==> config.mk <==
export PLATFORM = sky130hd
export DESIGN_NAME = fmul
export DESIGN_NICKNAME = d
export VERILOG_FILES = /design/src/rtl/fmul_pkg.sv /design/src/rtl/fmul_unpack.sv /design/src/rtl/fmul.sv
export SDC_FILE = /design/constraint.sdc
export NUM_CORES = 2
export LEC_CHECK = 0
export BUFFER_PORTS_ARGS = -buffer_cell sky130_fd_sc_hd__buf_4
export CORE_MARGIN = 10
export CORE_UTILIZATION = 44
export DETAILED_ROUTE_END_ITERATION = 7
export PLACE_DENSITY = 0.64
export SYNTH_ARGS = -nofsm -noshare
export SYNTH_HDL_FRONTEND = slang
export SYNTH_HIERARCHICAL = 1
export SYNTH_SLANG_ARGS = --single-unit
==> constraint.sdc <==
create_clock -name clk_i -period 24.6 [get_ports clk_i]
set_input_delay 3.69 -clock clk_i [delete_from_list [all_inputs] [get_ports clk_i]]
set_output_delay 3.69 -clock clk_i [all_outputs]
set_load 0.005 [all_outputs]
==> src/rtl/fmul_pkg.sv <==
// Shared binary32 field widths, constants and operand classification for the
// fmul multiplier and its operand unpacker.
package fmul_pkg;

  localparam int unsigned EXP_W    = 8;
  localparam int unsigned FRAC_W   = 23;
  localparam int unsigned EXP_BIAS = 127;
  localparam int unsigned EXP_MAX  = 255;
  localparam logic [31:0] QNAN     = 32'h7FC0_0000;

  localparam int unsigned SIG_W  = FRAC_W + 1;
  localparam int unsigned PROD_W = 2 * SIG_W;

  typedef enum logic [2:0] {
    ZERO,
    SUBNORMAL,
    NORMAL,
    INF,
    NAN
  } fclass_e;

endpackage

==> src/rtl/fmul_unpack.sv <==
// Splits a binary32 operand into sign, unbiased effective exponent, 24-bit
// significand (explicit leading bit) and operand class.
module fmul_unpack
  import fmul_pkg::*;
(
  input  logic [31:0]       op_i,
  output logic              sign_o,
  output logic signed [9:0] exp_o,
  output logic [23:0]       sig_o,
  output fclass_e           cls_o
);

  logic [EXP_W-1:0]  exp_f;
  logic [FRAC_W-1:0] frac_f;

  always_comb begin
    exp_f  = op_i[30:23];
    frac_f = op_i[22:0];
    sign_o = op_i[31];
    sig_o  = {(exp_f != '0), frac_f};

    // Subnormals share the minimum normal exponent but carry a leading 0.
    if (exp_f == '0) begin
      exp_o = -10'sd126;
    end else begin
      exp_o = $signed({2'b00, exp_f}) - 10'sd127;
    end

    if (exp_f == '0) begin
      cls_o = (frac_f == '0) ? ZERO : SUBNORMAL;
    end else if (exp_f == '1) begin
      cls_o = (frac_f == '0) ? INF : NAN;
    end else begin
      cls_o = NORMAL;
    end
  end

endmodule

==> src/rtl/fmul.sv <==
// Single-cycle IEEE-754 binary32 multiplier, round-to-nearest-even with full
// subnormal support; the product is computed combinationally and registered.
module fmul
  import fmul_pkg::*;
(
  input  logic        clk_i,
  input  logic        rst_i,
  input  logic [31:0] a_i,
  input  logic [31:0] b_i,
  output logic [31:0] c_o
);

  logic              sa, sb;
  logic signed [9:0] ea, eb;
  logic [23:0]       siga, sigb;
  fclass_e           ca, cb;

  fmul_unpack u_unpack_a (
    .op_i   (a_i),
    .sign_o (sa),
    .exp_o  (ea),
    .sig_o  (siga),
    .cls_o  (ca)
  );

  fmul_unpack u_unpack_b (
    .op_i   (b_i),
    .sign_o (sb),
    .exp_o  (eb),
    .sig_o  (sigb),
    .cls_o  (cb)
  );

  logic [PROD_W-1:0]  prod;
  logic [5:0]         lz;
  logic [PROD_W-1:0]  norm;
  logic signed [10:0] exp_b;
  logic signed [10:0] unf;
  logic [6:0]         sh;
  logic [7:0]         base;
  logic [73:0]        wide;
  logic [73:0]        shifted;
  logic               lost;
  logic               guard, rbit, sticky, inc;
  logic [30:0]        rnd;
  logic               sign;
  logic [31:0]        c_d, c_q;

  always_comb begin
    prod = 48'(siga) * 48'(sigb);
    lz   = '0;
    for (int unsigned i = 0; i < PROD_W; i++) begin
      if (prod[i]) lz = 6'(47 - i);
    end
    norm = prod << lz;
    // Biased exponent of norm read as 1.f with the binary point below bit 47.
    exp_b = 11'(ea) + 11'(eb) + 11'(EXP_BIAS + 1) - 11'(lz);
    unf   = 11'sd1 - exp_b;

    if (exp_b < 11'sd1) begin
      sh   = (unf > 11'sd74) ? 7'd74 : unf[6:0];
      base = '0;
    end else begin
      sh   = '0;
      base = exp_b[7:0] - 8'd1;
    end

    wide    = {norm, 26'b0};
    shifted = wide >> sh;
    lost    = |(wide & ~({74{1'b1}} << sh));
    guard   = shifted[49];
    rbit    = shifted[48];
    sticky  = (|shifted[47:0]) | lost;
    inc     = guard & (rbit | sticky | shifted[50]);

    // Hidden bit adds onto base, so a rounding carry out of the fraction lands
    // in the exponent: renormalisation and subnormal-to-normal come for free.
    rnd = {base, 23'b0} + {7'b0, shifted[73:50]} + 31'(inc);
  end

  always_comb begin
    sign = sa ^ sb;
    c_d  = '0;
    if (ca == NAN || cb == NAN || (ca == INF && cb == ZERO) ||
        (ca == ZERO && cb == INF)) begin
      c_d = QNAN;
    end else if (ca == INF || cb == INF) begin
      c_d = {sign, {EXP_W{1'b1}}, {FRAC_W{1'b0}}};
    end else if (ca == ZERO || cb == ZERO) begin
      c_d = {sign, 31'b0};
    end else if (exp_b >= $signed(11'(EXP_MAX))) begin
      c_d = {sign, {EXP_W{1'b1}}, {FRAC_W{1'b0}}};
    end else begin
      c_d = {sign, rnd};
    end
  end

  always_ff @(posedge clk_i) begin
    if (rst_i) begin
      c_q <= '0;
    end else begin
      c_q <= c_d;
    end
  end

  assign c_o = c_q;

endmodule

Word level (Yosys, flattened, before mapping). Index checks and enable logic that the tools add are counted.

Bits in registers: 32. Input bits: 66. Output and inout bits: 32. Word-level logic and storage cells: 116.

Add/sub/neg operators: 9. $mul: 1. Order comparisons: 3. Equality and inequality tests: 6. Shift operators: 3. Mux-type cells: 65. Bitwise gates (word level): 7. Reduce and logical (&&, ||, !) cells: 19.

Operators with widths (count): $mux 6 (48); $mux 31 (4); $and 74x74->74 (1); $not 74->74 (1); $reduce_or 74->1 (1); $shl 74x7->74 const A (1); $shr 74x7->74 (1); $mul 24x24->48 (1); $reduce_or 48->1 (1); $shl 48x6->48 (1); $logic_not 23->1 (2); $add 31x1->31 (1); $add 31x24->31 (1); $mux 10 (2); $mux 3 (6); $sub 8x7->9 const B (2); $eq 8x8->1 const B (2); $logic_not 8->1 (2); $reduce_bool 8->1 (2); $mux 7 (2); $add 10x10->11 (1); $add 11x8->11 const B (1); $ge 11x9->1 const B (1); $gt 11x8->1 const B (1); other kinds (16) (27).

Longest topological paths before layout.
Depth after elaboration: 68. Depth in mapped cells: 66. Depth with buffers taken out: 59.

Modules after synthesis. The synthesis kept the hierarchy.

By module, submodules not included: fmul (instances 1, cells each 3926, area an instance 30590.6 um^2, seq. area each 640.6 um^2); fmul_unpack (instances 2, cells each 65, area an instance 459.2 um^2, seq. area each 0.0 um^2).

Worst setup path before layout. Ideal clock, no wire load.

Path type: input port to flip-flop. Start: in a_i[30]. End: reg c_q[30], in the netlist c_o[30]. Library setup time: 122 ps. Arrival: 17644 ps. Slack: 6833 ps. Stages on the path: 58. Path buffers: 7. Path through: nor4_4 -> nand3_2 -> clkbuf_1 -> and2_1 -> fa_1 -> fa_1 -> fa_1 -> inv_1 -> fa_1 -> fa_1 -> fa_1 -> inv_1 -> fa_1 -> ha_1 -> buf_6 -> and2_4 -> a2111o_1 -> a311oi_2 -> [22 not listed] -> a221oi_1 -> nand3_1 -> o21ai_1 -> inv_1 -> o21ai_1 -> clkbuf_1 -> mux2i_4 -> o21ai_1 -> a2111oi_2 -> a21oi_1 -> a2111oi_4 -> ha_1 -> inv_1 -> a21o_1 -> nand4b_4 -> o21bai_4 -> mux2i_1 -> nand3_1.

Cells in the longest elaborated chain, start to end: 45. Elaborated cells on any way between the ends: 71. Classes of those cells: add/sub (8); mul (1); order compare (3); eq/ne (3); shift (3); mux (35); bitwise (6); reduce/logical (12).

Ends and longest elaborated chain: start: declaration (line fmul.sv:8) `input logic [31:0] a_i,`; $reduce_bool 8->1 (*) (line fmul_unpack.sv:20) `sig_o = {(exp_f != '0), frac_f};`; net siga[23] (line fmul.sv:15) `logic [23:0] siga, sigb;`; $mul 24x24->48 (*) (line fmul.sv:50) `prod = 48'(siga) * 48'(sigb);`; $mux 6 (25 in a row) (line fmul.sv:53) `if (prod[i]) lz = 6'(47 - i);`; $sub 11x6->11 (line fmul.sv:57) `exp_b = 11'(ea) + 11'(eb) + 11'(EXP_BIAS + 1) - 11'(lz);`; $sub 2x11->11 (line fmul.sv:58) `unf = 11'sd1 - exp_b;`; $gt 11x8->1 (line fmul.sv:61) `sh = (unf > 11'sd74) ? 7'd74 : unf[6:0];`; $mux 7 (line fmul.sv:61); [5 not listed]; $or 1x1->1 (line fmul.sv:73) `sticky = (|shifted[47:0]) | lost;`; $or 1x1->1 (2 in a row) (line fmul.sv:74) `inc = guard & (rbit | sticky | shifted[50]);`; $and 1x1->1 (line fmul.sv:74); $add 31x1->31 (line fmul.sv:78) `rnd = {base, 23'b0} + {7'b0, shifted[73:50]} + 31'(inc);`; $mux 31 (*) (line fmul.sv:91) `end else if (exp_b >= $signed(11'(EXP_MAX))) begin`; $mux 31 (*) (line fmul.sv:89) `end else if (ca == ZERO || cb == ZERO) begin`; $mux 31 (*) (line fmul.sv:87) `end else if (ca == INF || cb == INF) begin`; $mux 31 (*) (line fmul.sv:84) `if (ca == NAN || cb == NAN || (ca == INF && cb == ZERO) ||`; end signal: assignment (line fmul.sv:100) `c_q <= '0;`; end signal: assignment (line fmul.sv:102) `c_q <= c_d;`; end: declaration (line fmul.sv:47) `logic [31:0] c_d, c_q;`.

The timed path passes the listed nets; every way through them passes the cells marked *. A chain may end at the register's enable or synchronous reset.

Final worst setup path.
Start: in a_i[30]. End: reg c_q[14], in the netlist c_o[14].

Cells in the longest elaborated chain, start to end: 41. Elaborated cells on any way between the ends: 66. Classes of those cells: add/sub (7); mul (1); order compare (3); eq/ne (3); shift (3); mux (30); bitwise (6); reduce/logical (13).

Ends and longest elaborated chain: $reduce_bool 8->1 (*) (line fmul_unpack.sv:20); net siga[23] (line fmul.sv:15); $mul 24x24->48 (*) (line fmul.sv:50); $mux 6 (25 in a row) (line fmul.sv:53); $sub 11x6->11 (line fmul.sv:57); $sub 2x11->11 (line fmul.sv:58); $gt 11x8->1 (line fmul.sv:61); $mux 7 (line fmul.sv:61); $mux 7 (line fmul.sv:60) `if (exp_b < 11'sd1) begin`; $shl 74x7->74 (line fmul.sv:70) `lost = |(wide & ~({74{1'b1}} << sh));`; $not 74->74 (line fmul.sv:70); $and 74x74->74 (line fmul.sv:70); $reduce_or 74->1 (line fmul.sv:70); $or 1x1->1 (line fmul.sv:73); $or 1x1->1 (2 in a row) (line fmul.sv:74); $and 1x1->1 (line fmul.sv:74); $add 31x1->31 (line fmul.sv:78).

Marked as above.

==> run summary <==
Hpwl dp - 86200 um
CP peak stage delay - 840 ps
DRT met1 WL - 47000 um
Element type at the critical path end - register
Tmin final - 20700 ps
Number of global-route vias before repair - 30100
Nets - 4661
Mapped Area - 31500 um^2
GRT overflow - 0
Initial antenna violation count - 0
Worst Tran Pin Value - 1260 ps
Initial core utilization - 44.2%
Initial DRT Pass Iterations - 7
Clk slew on worst S/H paths - 60 ps
Netlist cell types - 134
Post-route clock period utilization - 84.2%
Post-synth net total - 4816
Routed wire length per instance - 22.8 um
Die Height - 288 um
Routed WL - 111000 um
Ys async rst share - 0%
Multi-input logic area - 27300 um^2
Post-synth top area cell - fa_1
Cts hold-fix bufs - 0
Commonest cells in the netlist - inv_1 (572), nand2_1 (564), fa_1 (489), and2_1 (212), nor2_1 (212)
# resized after CTS - 0
Clock root cell - clkbuf_16
Row count - 98
DRC Markers - 0
DR vias/cell - 6.22
Slew headroom - 16.0%
Layout Cells excl Fill - 4852
Io pins - 98
CTS Buf Count - 5
Final slew viol count - 0
RSZ-0062 raised after global routing - no
Port Buffers - 97
Finish-stage setup viols - 0
Status - completed
TNS Setup - 0 ps
Hold slack - 3650 ps
Die W - 288 um
Min-delay worst type - in2reg
Diode count - 0
Worst EP arrival - 20860 ps
H-tree levels - 2
GRT Util Overall - 26.3%
Buffer depth of the longest clock path - 2
Fmax - 0.0483 GHz
Remaining antenna violation count - 0
Die ar. - 82700 um^2
FILL cells - 7200
Max reg flops - 32
Met3 Routed Length - 10900 um
Setup Fix Bufs, Post-CTS - 0
Most frequent cell after synthesis - inv_1
CP Class - in2reg
DR vias - 30200
Slowest-stage cell, CP - a221oi_1
Largest cells by area after synthesis - fa_1 (31%), ha_1 (8.1%), inv_1 (6.8%)
Most used cell, CP - fa_1
Hold depth - 2
Syn Area/Cell - 7.77 um^2
Largest net degree at the start of global routing - 54
Layout cell share with drive strength beyond 1 - 7.74%
Top FF cell, synth - dfxtp_1
Startpoint Class - input port
EDFF count, synth - 0
Max FO, Critical Path - 53
Top Layer Used - met4
Yosys synthesis warning count - 6
Hold Vio Cnt, Final - 0
Placer Congestion - 1.01
Initial DRC count - 3355
Area of the core - 71200 um^2
Post-synthesis sequential area ratio - 2.03%
DP Cell Count - 4844
CP Data Required Time - 24760 ps
Number of max-cap violations - 0
Layout area overhead - 2.73%
FF+latch area - 641 um^2
Clock sink count - 32
CTS tree - built
Cells after Synth - 4056
Top cell type's share of synthesized area - 31.1%
Met2 Routed Length - 48800 um
Synthesized flop and latch total - 32
First-pass GRT wire length - 175000 um
## routing by layer
metal,global-route usage [%],vias to the layer above
met1,36.7,14900
met4,7.95,0
met3,4.21,280
met5,0,-
met2,41.2,1714
li1,-,13300
## area by class of cell
cell class                 instances  area share [%]
tap                              950            3.67
clock buffer                       5           0.387
inverter                         578            6.74
multi-input combinational       3159            84.2
timing repair buffer             125            2.90
sequential                        32            1.98
clock inverter                     3           0.131
## cells in the final DEF (no fill, tap or decap), types with 62 or more instances in the layout
cell	n
inv_1	572
nand2_1	564
fa_1	489
and2_1	212
nor2_1	212
ha_1	205
a21oi_1	164
o21ai_0	127
buf_4	125
nand3_1	118
nor3_1	90
o211ai_1	63
xnor2_1	62
## per-stage QoR
step / utilization (%) / setup slack (ps) / area [um^2]
floorplan: - / 6830 / 31500
global placement: 45.2 / 4230 / 32200
detailed placement: 45.2 / 4000 / 32200
CTS: 45.4 / 4260 / 32400
global route: 45.4 / 2870 / 32400
finish: 45.4 / 3900 / 32400
## critical path: cells and delay by family
family          cells  cell delay [ps]
simple gates       16             4290
xor+xnor            2              710
fa+ha+maj          13             5500
buf+inv             9             1480
compound gates     15             5060
## logic make-up (layout without fill, tap and decap cells)
group | Yosys count | in the layout | share of synthesized area, %
compound gates | 893 | 893 | 20.6
mux | 39 | 39 | 1.39
flops | 32 | 32 | 2.03
fa+ha+maj | 694 | 694 | 39.2
buf+inv | 865 | 711 | 11.6
xor+xnor | 90 | 90 | 2.50
simple gates | 1443 | 1443 | 22.7
## worst paths after layout
kind | from | endpoint
max | a_i[30] | c_o[14]$_SDFF_PP0_
min | rst_i | c_o[31]$_SDFF_PP0_
Power is left out: the tool's default activity adds up to more than one toggle a clock period on the data nets, which glitch-free logic cannot reach.
